<file path="src/rtl/dac_pkg.sv">
// Shared DAC definitions: AD5310-style frame geometry, power-down codes,
// serializer state encoding and sample-format helpers.
package dac_pkg;

   localparam int DAC_FRAME_W = 16;
   localparam int DAC_DATA_W  = 10;

   // Field offsets inside the 16-bit serial frame
   localparam int PD_LSB   = 12;
   localparam int DATA_LSB = 2;

   // Power-down encodings (PD1/PD0)
   localparam logic [1:0] PD_NORMAL    = 2'b00;
   localparam logic [1:0] PD_1K_GND    = 2'b01;
   localparam logic [1:0] PD_100K_GND  = 2'b10;
   localparam logic [1:0] PD_TRISTATE  = 2'b11;

   typedef enum logic [1:0] {
      IDLE  = 2'd0,
      SHIFT = 2'd1,
      TAIL  = 2'd2,
      GAP   = 2'd3
   } dac_state_e;

   // Two's complement to offset binary: flipping the sign bit maps -512..511 onto 0..1023
   function automatic logic [DAC_DATA_W-1:0] to_offset_bin(input logic [DAC_DATA_W-1:0] s);
      return {~s[DAC_DATA_W-1], s[DAC_DATA_W-2:0]};
   endfunction

   // Assemble {00, pd, code, 00}
   function automatic logic [DAC_FRAME_W-1:0] build_frame(input logic [DAC_DATA_W-1:0] s,
                                                          input logic [1:0]            pd_bits);
      logic [DAC_FRAME_W-1:0] f;
      f = '0;
      f[PD_LSB +: 2]            = pd_bits;
      f[DATA_LSB +: DAC_DATA_W] = to_offset_bin(s);
      return f;
   endfunction

endpackage

</file>
<file path="src/rtl/sample_tick_gen.sv">
// Free-running sample-rate divider; emits a one-cycle tick every SAMPLE_DIV
// clocks. Shared between the DAC and ADC paths.
module sample_tick_gen #(
   parameter int SAMPLE_DIV = 100
) (
   input  logic clk,
   input  logic rst_n,
   output logic tick
);

   localparam int               CNT_W = $clog2(SAMPLE_DIV);
   localparam logic [CNT_W-1:0] LAST  = CNT_W'(SAMPLE_DIV - 1);

   logic [CNT_W-1:0] count;

   // Count 0..SAMPLE_DIV-1 and wrap; never gated by anything downstream
   always_ff @(posedge clk or negedge rst_n) begin
      if (!rst_n)
         count <= '0;
      else if (count == LAST)
         count <= '0;
      else
         count <= count + 1'b1;
   end

   assign tick = (count == LAST);

endmodule

</file>
<file path="src/rtl/dds_dac_spi.sv">
// Samples the DDS sine at a fixed rate, converts to offset binary and ships
// each sample to an AD5310-style DAC as a 16-bit MSB-first SPI frame.
// All outputs come straight from flops so the DAC pins never glitch.
module dds_dac_spi
   import dac_pkg::*;
#(
   parameter int CLK_DIV    = 2,
   parameter int SAMPLE_DIV = 100
) (
   input  logic                  clk,
   input  logic                  rst_n,
   input  logic                  enable,
   input  logic [DAC_DATA_W-1:0] sample_in,
   input  logic [1:0]            pd,
   output logic                  dac_sync_n,
   output logic                  dac_sclk,
   output logic                  dac_din,
   output logic                  busy,
   output logic                  frame_done,
   output logic                  overrun
);

   // One counter serves the SCLK half periods, the tail and the 2*CLK_DIV gap
   localparam int            CW        = $clog2(2 * CLK_DIV + 1);
   localparam logic [CW-1:0] HALF_LAST = CW'(CLK_DIV - 1);
   localparam logic [CW-1:0] GAP_LAST  = CW'(2 * CLK_DIV - 1);

   logic tick;

   sample_tick_gen #(
      .SAMPLE_DIV(SAMPLE_DIV)
   ) u_tick (
      .clk  (clk),
      .rst_n(rst_n),
      .tick (tick)
   );

   dac_state_e             state, state_nxt;
   logic [CW-1:0]          cnt, cnt_nxt;
   logic [3:0]             bit_cnt, bit_cnt_nxt;
   logic                   phase_lo, phase_lo_nxt;
   logic [DAC_FRAME_W-1:0] shreg, shreg_nxt;
   logic [DAC_FRAME_W-1:0] frame;
   logic                   sync_n_nxt, sclk_nxt, din_nxt, busy_nxt, done_nxt, ovr_nxt;

   assign frame = build_frame(sample_in, pd);

   // State register
   always_ff @(posedge clk or negedge rst_n) begin
      if (!rst_n)
         state <= IDLE;
      else
         state <= state_nxt;
   end

   // Next state plus next values of every counter and output flop
   always_comb begin
      state_nxt    = state;
      cnt_nxt      = cnt;
      bit_cnt_nxt  = bit_cnt;
      phase_lo_nxt = phase_lo;
      shreg_nxt    = shreg;
      sync_n_nxt   = dac_sync_n;
      sclk_nxt     = dac_sclk;
      din_nxt      = dac_din;
      busy_nxt     = busy;
      done_nxt     = 1'b0;
      ovr_nxt      = 1'b0;

      unique case (state)
         IDLE: begin
            if (tick && enable) begin
               state_nxt    = SHIFT;
               shreg_nxt    = frame;
               cnt_nxt      = '0;
               bit_cnt_nxt  = '0;
               phase_lo_nxt = 1'b0;
               sync_n_nxt   = 1'b0;
               sclk_nxt     = 1'b1;
               din_nxt      = frame[DAC_FRAME_W-1];
               busy_nxt     = 1'b1;
            end
         end

         SHIFT: begin
            if (cnt == HALF_LAST) begin
               cnt_nxt = '0;
               if (!phase_lo) begin
                  // High half done: SCLK falls, DAC latches the current bit
                  phase_lo_nxt = 1'b1;
                  sclk_nxt     = 1'b0;
               end else if (bit_cnt == 4'd15) begin
                  state_nxt    = TAIL;
                  phase_lo_nxt = 1'b0;
                  sclk_nxt     = 1'b1;
                  din_nxt      = 1'b0;
               end else begin
                  // Next bit appears together with the SCLK rising edge
                  bit_cnt_nxt  = bit_cnt + 4'd1;
                  shreg_nxt    = {shreg[DAC_FRAME_W-2:0], 1'b0};
                  din_nxt      = shreg[DAC_FRAME_W-2];
                  sclk_nxt     = 1'b1;
                  phase_lo_nxt = 1'b0;
               end
            end else begin
               cnt_nxt = cnt + 1'b1;
            end
         end

         TAIL: begin
            if (cnt == HALF_LAST) begin
               cnt_nxt    = '0;
               state_nxt  = GAP;
               sync_n_nxt = 1'b1;
               done_nxt   = 1'b1;
            end else begin
               cnt_nxt = cnt + 1'b1;
            end
         end

         GAP: begin
            if (cnt == GAP_LAST) begin
               cnt_nxt   = '0;
               state_nxt = IDLE;
               busy_nxt  = 1'b0;
            end else begin
               cnt_nxt = cnt + 1'b1;
            end
         end

         default: state_nxt = IDLE;
      endcase

      // A tick that arrives while a frame is in flight is dropped, not queued
      if (tick && enable && (state != IDLE))
         ovr_nxt = 1'b1;
   end

   // Datapath and output flops; reset abandons any partial frame
   always_ff @(posedge clk or negedge rst_n) begin
      if (!rst_n) begin
         cnt        <= '0;
         bit_cnt    <= '0;
         phase_lo   <= 1'b0;
         shreg      <= '0;
         dac_sync_n <= 1'b1;
         dac_sclk   <= 1'b1;
         dac_din    <= 1'b0;
         busy       <= 1'b0;
         frame_done <= 1'b0;
         overrun    <= 1'b0;
      end else begin
         cnt        <= cnt_nxt;
         bit_cnt    <= bit_cnt_nxt;
         phase_lo   <= phase_lo_nxt;
         shreg      <= shreg_nxt;
         dac_sync_n <= sync_n_nxt;
         dac_sclk   <= sclk_nxt;
         dac_din    <= din_nxt;
         busy       <= busy_nxt;
         frame_done <= done_nxt;
         overrun    <= ovr_nxt;
      end
   end

endmodule

</file>
<file path="config.mk">
export PLATFORM = sky130hd
export DESIGN_NAME = dds_dac_spi
export DESIGN_NICKNAME = d
export VERILOG_FILES = /design/src/rtl/dac_pkg.sv /design/src/rtl/sample_tick_gen.sv /design/src/rtl/dds_dac_spi.sv
export SDC_FILE = /design/constraint.sdc
export NUM_CORES = 1
export LEC_CHECK = 0
export CAP_MARGIN = 20
export CORE_MARGIN = 5
export CORE_UTILIZATION = 55
export CTS_CLUSTER_DIAMETER = 150
export DETAILED_ROUTE_END_ITERATION = 6
export PLACE_DENSITY = 0.81
export SYNTH_ARGS = -nofsm -noshare
export SYNTH_HDL_FRONTEND = slang
export SYNTH_HIERARCHICAL = 1
export SYNTH_SLANG_ARGS = --single-unit
</file>
<file path="constraint.sdc">
create_clock -name clk -period 5.35 [get_ports clk]
set_input_delay 1.07 -clock clk [delete_from_list [all_inputs] [get_ports clk]]
set_output_delay 1.07 -clock clk [all_outputs]
set_load 0.01 [all_outputs]
</file>
# Word-level counts from Yosys, hierarchy flattened
# Index checks and enable logic that the tools add are counted.
[op_classes]
reduce_logical = 14
n_eq_ne = 14
muxes = 41
bitwise_logic = 1
addsub = 3
[op_table]
columns = ["operator", "n"]
rows = [
  ["$mux W15", 4],
  ["$pmux W15 S2", 1],
  ["$mux W4", 4],
  ["$mux W1", 14],
  ["$ne A2 B2 Y1 const B", 7],
  ["$mux W2", 6],
  ["$pmux W1 S2", 5],
  ["$mux W3", 3],
  ["$pmux W3 S3", 1],
  ["$reduce_and A3 Y1", 3],
  ["$pmux W2 S4", 1],
  ["$pmux W4 S2", 1],
  ["$reduce_bool A2 Y1", 4],
  ["$add A7 B1 Y7 const B", 1],
  ["$eq A7 B7 Y1 const B", 1],
  ["$mux W7", 1],
  ["$reduce_and A6 Y1", 1],
  ["$reduce_and A5 Y1", 1],
  ["$add A4 B1 Y4 const B", 1],
  ["$eq A2 B2 Y1 const B", 2],
  ["$eq A4 B4 Y1 const B", 1],
  ["$reduce_and A4 Y1", 1],
  ["$add A3 B1 Y3 const B", 1],
  ["$eq A3 B1 Y1 const B", 1],
  ["other kinds (6)", 7],
]
[word_totals]
inputBits = 15
reg_bits = 38

# Depth between registers and ports, before layout
[logic_depth]
word_depth = 5
ltp_mapped = 9
ltp_nobuf = 7

# Modules after synthesis
# The synthesis kept the hierarchy.
[by_module_without_submodules]
columns = ["module", "area_per_inst_um2", "cells_each", "instances"]
rows = [
  ["dds_dac_spi", 1605.3, 148, 1],
  ["sample_tick_gen", 335.3, 28, 1],
]

# Worst setup path after synthesis
# Ideal clock, no wire load.
[synth_path]
path_kind = "input to register"
start = "input port enable"
end = "register bit_cnt[3]"
path_buffers = 0
cell_stages = 4
required_ps = 5224
setup_slack_ps = 3294
arrival_time_ps = 1930
setup_ps = 126
path_cell_list = "nand3_1 > a221oi_4 > nand2_2 > a221o_1"
[synth_via]
elab_chain_cells = 3
[synth_rtl]
columns = ["item", "line_no", "source"]
rows = [
  ["from (decl)", "dds_dac_spi.sv:12", "input logic enable,"],
  ["$logic_and A1 B1 Y1", "dds_dac_spi.sv:72", "if (tick && enable) begin"],
  ["$ne A2 B2 Y1 (no source line)", "n/a", ""],
  ["$reduce_and A5 Y1 (no source line)", "n/a", ""],
  ["to (signal assigned)", "dds_dac_spi.sv:154", "bit_cnt <= bit_cnt_nxt;"],
  ["to (decl)", "dds_dac_spi.sv:40", "logic [3:0] bit_cnt, bit_cnt_nxt;"],
]
# Every way passes these cells.
# A chain may end at the register's enable or synchronous reset.

# Worst setup path in the final report
[layout_path]
start = "register state[1]"
end = "register bit_cnt[3]"
[layout_via]
elab_chain_cells = 3
word_cells_on_any_way = 9
cone_classes = "eq/ne: 5; mux: 1; reduce/logical: 3"
[layout_rtl]
columns = ["item", "line_no", "source"]
rows = [
  ["from (decl)", "dds_dac_spi.sv:38", "dac_state_e state, state_nxt;"],
  ["from (signal assigned)", "dds_dac_spi.sv:53", "state <= state_nxt;"],
  ["$eq A2 B1 Y1 / $logic_not A2 Y1 (equally long branches)", "dds_dac_spi.sv:70", "unique case (state)"],
  ["$ne A2 B2 Y1 (no source line) / $reduce_bool A2 Y1 (equally long branches)", "n/a", ""],
  ["$reduce_and A5 Y1 (no source line)", "n/a", ""],
]
# Several ways; a longest one is shown, not always the timed one.

==> summary.txt <==
Run status
  • Status: finished, final reports clean

Timing
  • Max-slew violation count: 0
  • Final setup skew: 0.006503 ns
  • Final worst path period share: 59.07%
  • Max Fclk: 316.4 MHz
  • Final Hold Viols: 0
  • Setup_tns: 0 ns
  • Rel. slew slack: a little over a quarter
  • Slew @ Worst Pin: ~1.1 ns
  • Crit path setup slack, layout: approximately 2.2 ns
  • Unrepaired setup endpoints after global routing: no
  • Count of final setup violators: 0
  • Tmin final: roughly 3.2 ns

Power
  • Internal power: 344.1 µW
  • Sw frac: between 20% and 30%
  • Peak supply drop: around 0.00011 V
  • Reg power frac: about 62%
  • Clock power share: approximately a third
  • Gate power share: roughly 3.7%
  • PwrDens: ~200 nW/µm²
  • NetSw: between 90 and 100 µW
  • P_leak: roughly 0.0010 µW
  • Total design power: 439.0 µW

Route
  • DR vias: between 1000 and 1500
  • Wire per inst: about 15 µm
  • Routed Antenna Nets: 0
  • Total Wirelength: about 3600 µm
  • DRC: 0
  • DR vias/cell: about 5.7
  • DRT iter0 DRCs: 82
  • Drt pass-1 iters: 4

Die
  • Initial Utilization: 57.25%
  • Die area: about 4800 µm²
  • Die H: about 69 µm
  • Die Wd: just under 70 µm
  • I/O pins: 21
  • Row cnt: 21
  • Core area: roughly 3400 µm²

Yosys
  • Mapped Avg Cell Area: about 11 µm²
  • Synth Instances: 176
  • Ys flop type: dfrtp_1
  • Synth cell types: 41
  • Post-synthesis sequential element count: 36
  • Synthesis Warnings: 6
  • Post-synthesis async set-or-reset flop share: 100.0%
  • Post-synthesis sequential area ratio: a little under half
  • Mapped Area: a little under 2000 µm²
  • Nets in the synthesized netlist: approximately 200
  • Post-synth EDFFs: 0

Clocking
  • Cts hold-fix bufs: 0
  • CTS tree: built
  • CTS H-tree depth: 2
  • Resized cells post-CTS: 0
  • Clock transition at path regs: 0.11 ns
  • Clock Path Buffers: 2
  • Postcts setup bufs: 0
  • Later-pin clock latency in the skew report: 0.34 ns
  • Num CTS Buffers: 5
  • Clk sinks: 36
  • Root Buffer Master: clkbuf_4

Worst hold path
  • Min-Delay Path Depth: 1
  • HP Start: u_tick/count[0]$_DFF_PN0_
  • Hold Path Class: flop to flop
  • Hold EP: u_tick/count[0]$_DFF_PN0_

Finish
  • Final core utilization: 64.67%
  • Layout cells sized above 1: between 10% and 20%
  • Fillers: 276
  • ANT cells: 0
  • Register area: approximately 900 µm²
  • Design Area, Final: about 2200 µm²
  • Syn-to-layout area delta: 12.96%
  • Multi-input logic area: 928.4 µm²
  • NumNets Final: between 200 and 250

Placement
  • Post-Place Worst Slack: between 1.5 and 2 ns
  • Post-DP HPWL: about 2600 µm
  • Placer Congestion: 0.8626
  • Post-DP Area: ~2100 µm²
  • Port bufs: 20

Setup path
  • Reg2Reg Depth: 6
  • Critical Path Fanout Max: 29
  • Worst Path Required: about 5.6 ns
  • Startpoint Class: flop
  • R2R Path End: bit_cnt[3]$_DFFE_PN0P_
  • Crit path kind: flop to flop
  • Reg2reg setup slack: approximately 2.2 ns
  • CP endpoint kind: flop
  • Crit path DAT: roughly 3.4 ns
  • Critical R2R Launch: state[1]$_DFFE_PN0P_

Global route
  • Gr usage total: 16.61%
  • Antenna violations before repair: 0
  • Largest net degree at the start of global routing: 37
  • GR Overflow Total: 0
  • First-pass GRT wire length: around 6600 µm
  • Vias in the first global route: between 1500 and 2000

Flow run
  • MaxCap Viol Count: 0
cell families (layout without fill, tap and decap cells):
logic type / Yosys count / count (layout) / share of synthesized area [%]
and+or+nand+nor: 48 / 48 / 14.57
AOI/OAI and AO/OA: 43 / 43 / 15.22
DFF: 36 / 36 / 46.55
muxes: 17 / 17 / 8.962
buffers and inverters: 17 / 38 / 5.609
adders and majority gates: 12 / 12 / 7.737
xor gates and xnor gates: 3 / 3 / 1.354
power by group through the flow:
stage,clock network [µW],logic [µW],registers (µW)
finish,151,16.4,272
global route,169,18.3,272
CTS,156,16.9,272
detailed placement,0,16.6,277
global placement,0,16.5,277
floorplan,0,0.231,277
through the flow:
stage / hold slack (ns) / instances
global placement: 0.4673 / 235
finish: 0.5042 / 243
global route: 0.5335 / 243
detailed placement: 0.4805 / 235
CTS: 0.4994 / 243
floorplan: 0.4529 / 176
worst max-delay path, cell delays in order (launching register included):
cell and delay, ns:
dfrtp_1 0.42, inv_1 0.13, ha_1 0.81, nand2b_4 0.11
a221oi_4 0.91, nand2_2 0.25, a221o_1 0.42
area by class of cell:
class / count / area share [%]
timing repair buffer: 21 / 9.475
clock inverter: 2 / 0.4566
tap: 46 / 2.626
clock buffer: 6 / 2.340
inverter: 9 / 1.541
multi-input combinational: 123 / 42.35
sequential: 36 / 41.21
routing by layer:
layer / global-route usage (%) / routed length, µm
met5: 0 / 0
met4: 7.809 / 80
met3: 3.913 / 135
met2: 28.39 / 1852
met1: 19.54 / 1557
registers in the layout, indices dropped and copies added, names as in the netlist:
register and flops:
bit_cnt 4, busy 1, cnt 3, dac_din 1, dac_sclk 1, dac_sync_n 1, frame_done 1, overrun 1
phase_lo 1, shreg 13, state 2, u_tick/count 7
worst max path at each step:
stage,start,endpoint,slack [ns],cells after the start
after floorplan,enable,bit_cnt[3]$_DFFE_PN0P_,3.29,4
after global placement,enable,bit_cnt[3]$_DFFE_PN0P_,1.99,5
after detailed placement,enable,bit_cnt[3]$_DFFE_PN0P_,1.90,5
after CTS,state[1]$_DFFE_PN0P_,shreg[11]$_DFFE_PN0P_,2.19,5
after global routing,state[1]$_DFFE_PN0P_,shreg[11]$_DFFE_PN0P_,1.94,5
final,state[1]$_DFFE_PN0P_,bit_cnt[3]$_DFFE_PN0P_,2.19,6
layout by cell type (no fill, tap or decap), drive strengths merged, types with 3 or more instances in the layout:
master and instances:
a21oi 13, a31oi 13, clkbuf 6, clkdlybuf4s50 20
dfrtp 34, ha 12, inv 9, mux2 3
mux2i 14, nand2 15, nand2b 3, nand3 8
nand4 4, nor2 8, o21ai 5, xnor2 3
synthesized netlist by cell type (3+ instances only):
library cell / instances / area (µm²)
nor2_1: 5 / 18.77
buf_2: 3 / 15.01
a21oi_1: 13 / 65.06
ha_1: 12 / 150.1
o21ai_0: 5 / 25.02
inv_1: 9 / 33.78
mux2i_1: 14 / 140.1
nand3_1: 8 / 40.04
dfrtp_1: 34 / 850.8
xnor2_1: 3 / 26.28
mux2_2: 3 / 33.78
nand4_1: 4 / 25.02
a31oi_1: 13 / 81.33
nand2_1: 14 / 52.55
No activity file was read; power rests on OpenSTA's default activity.
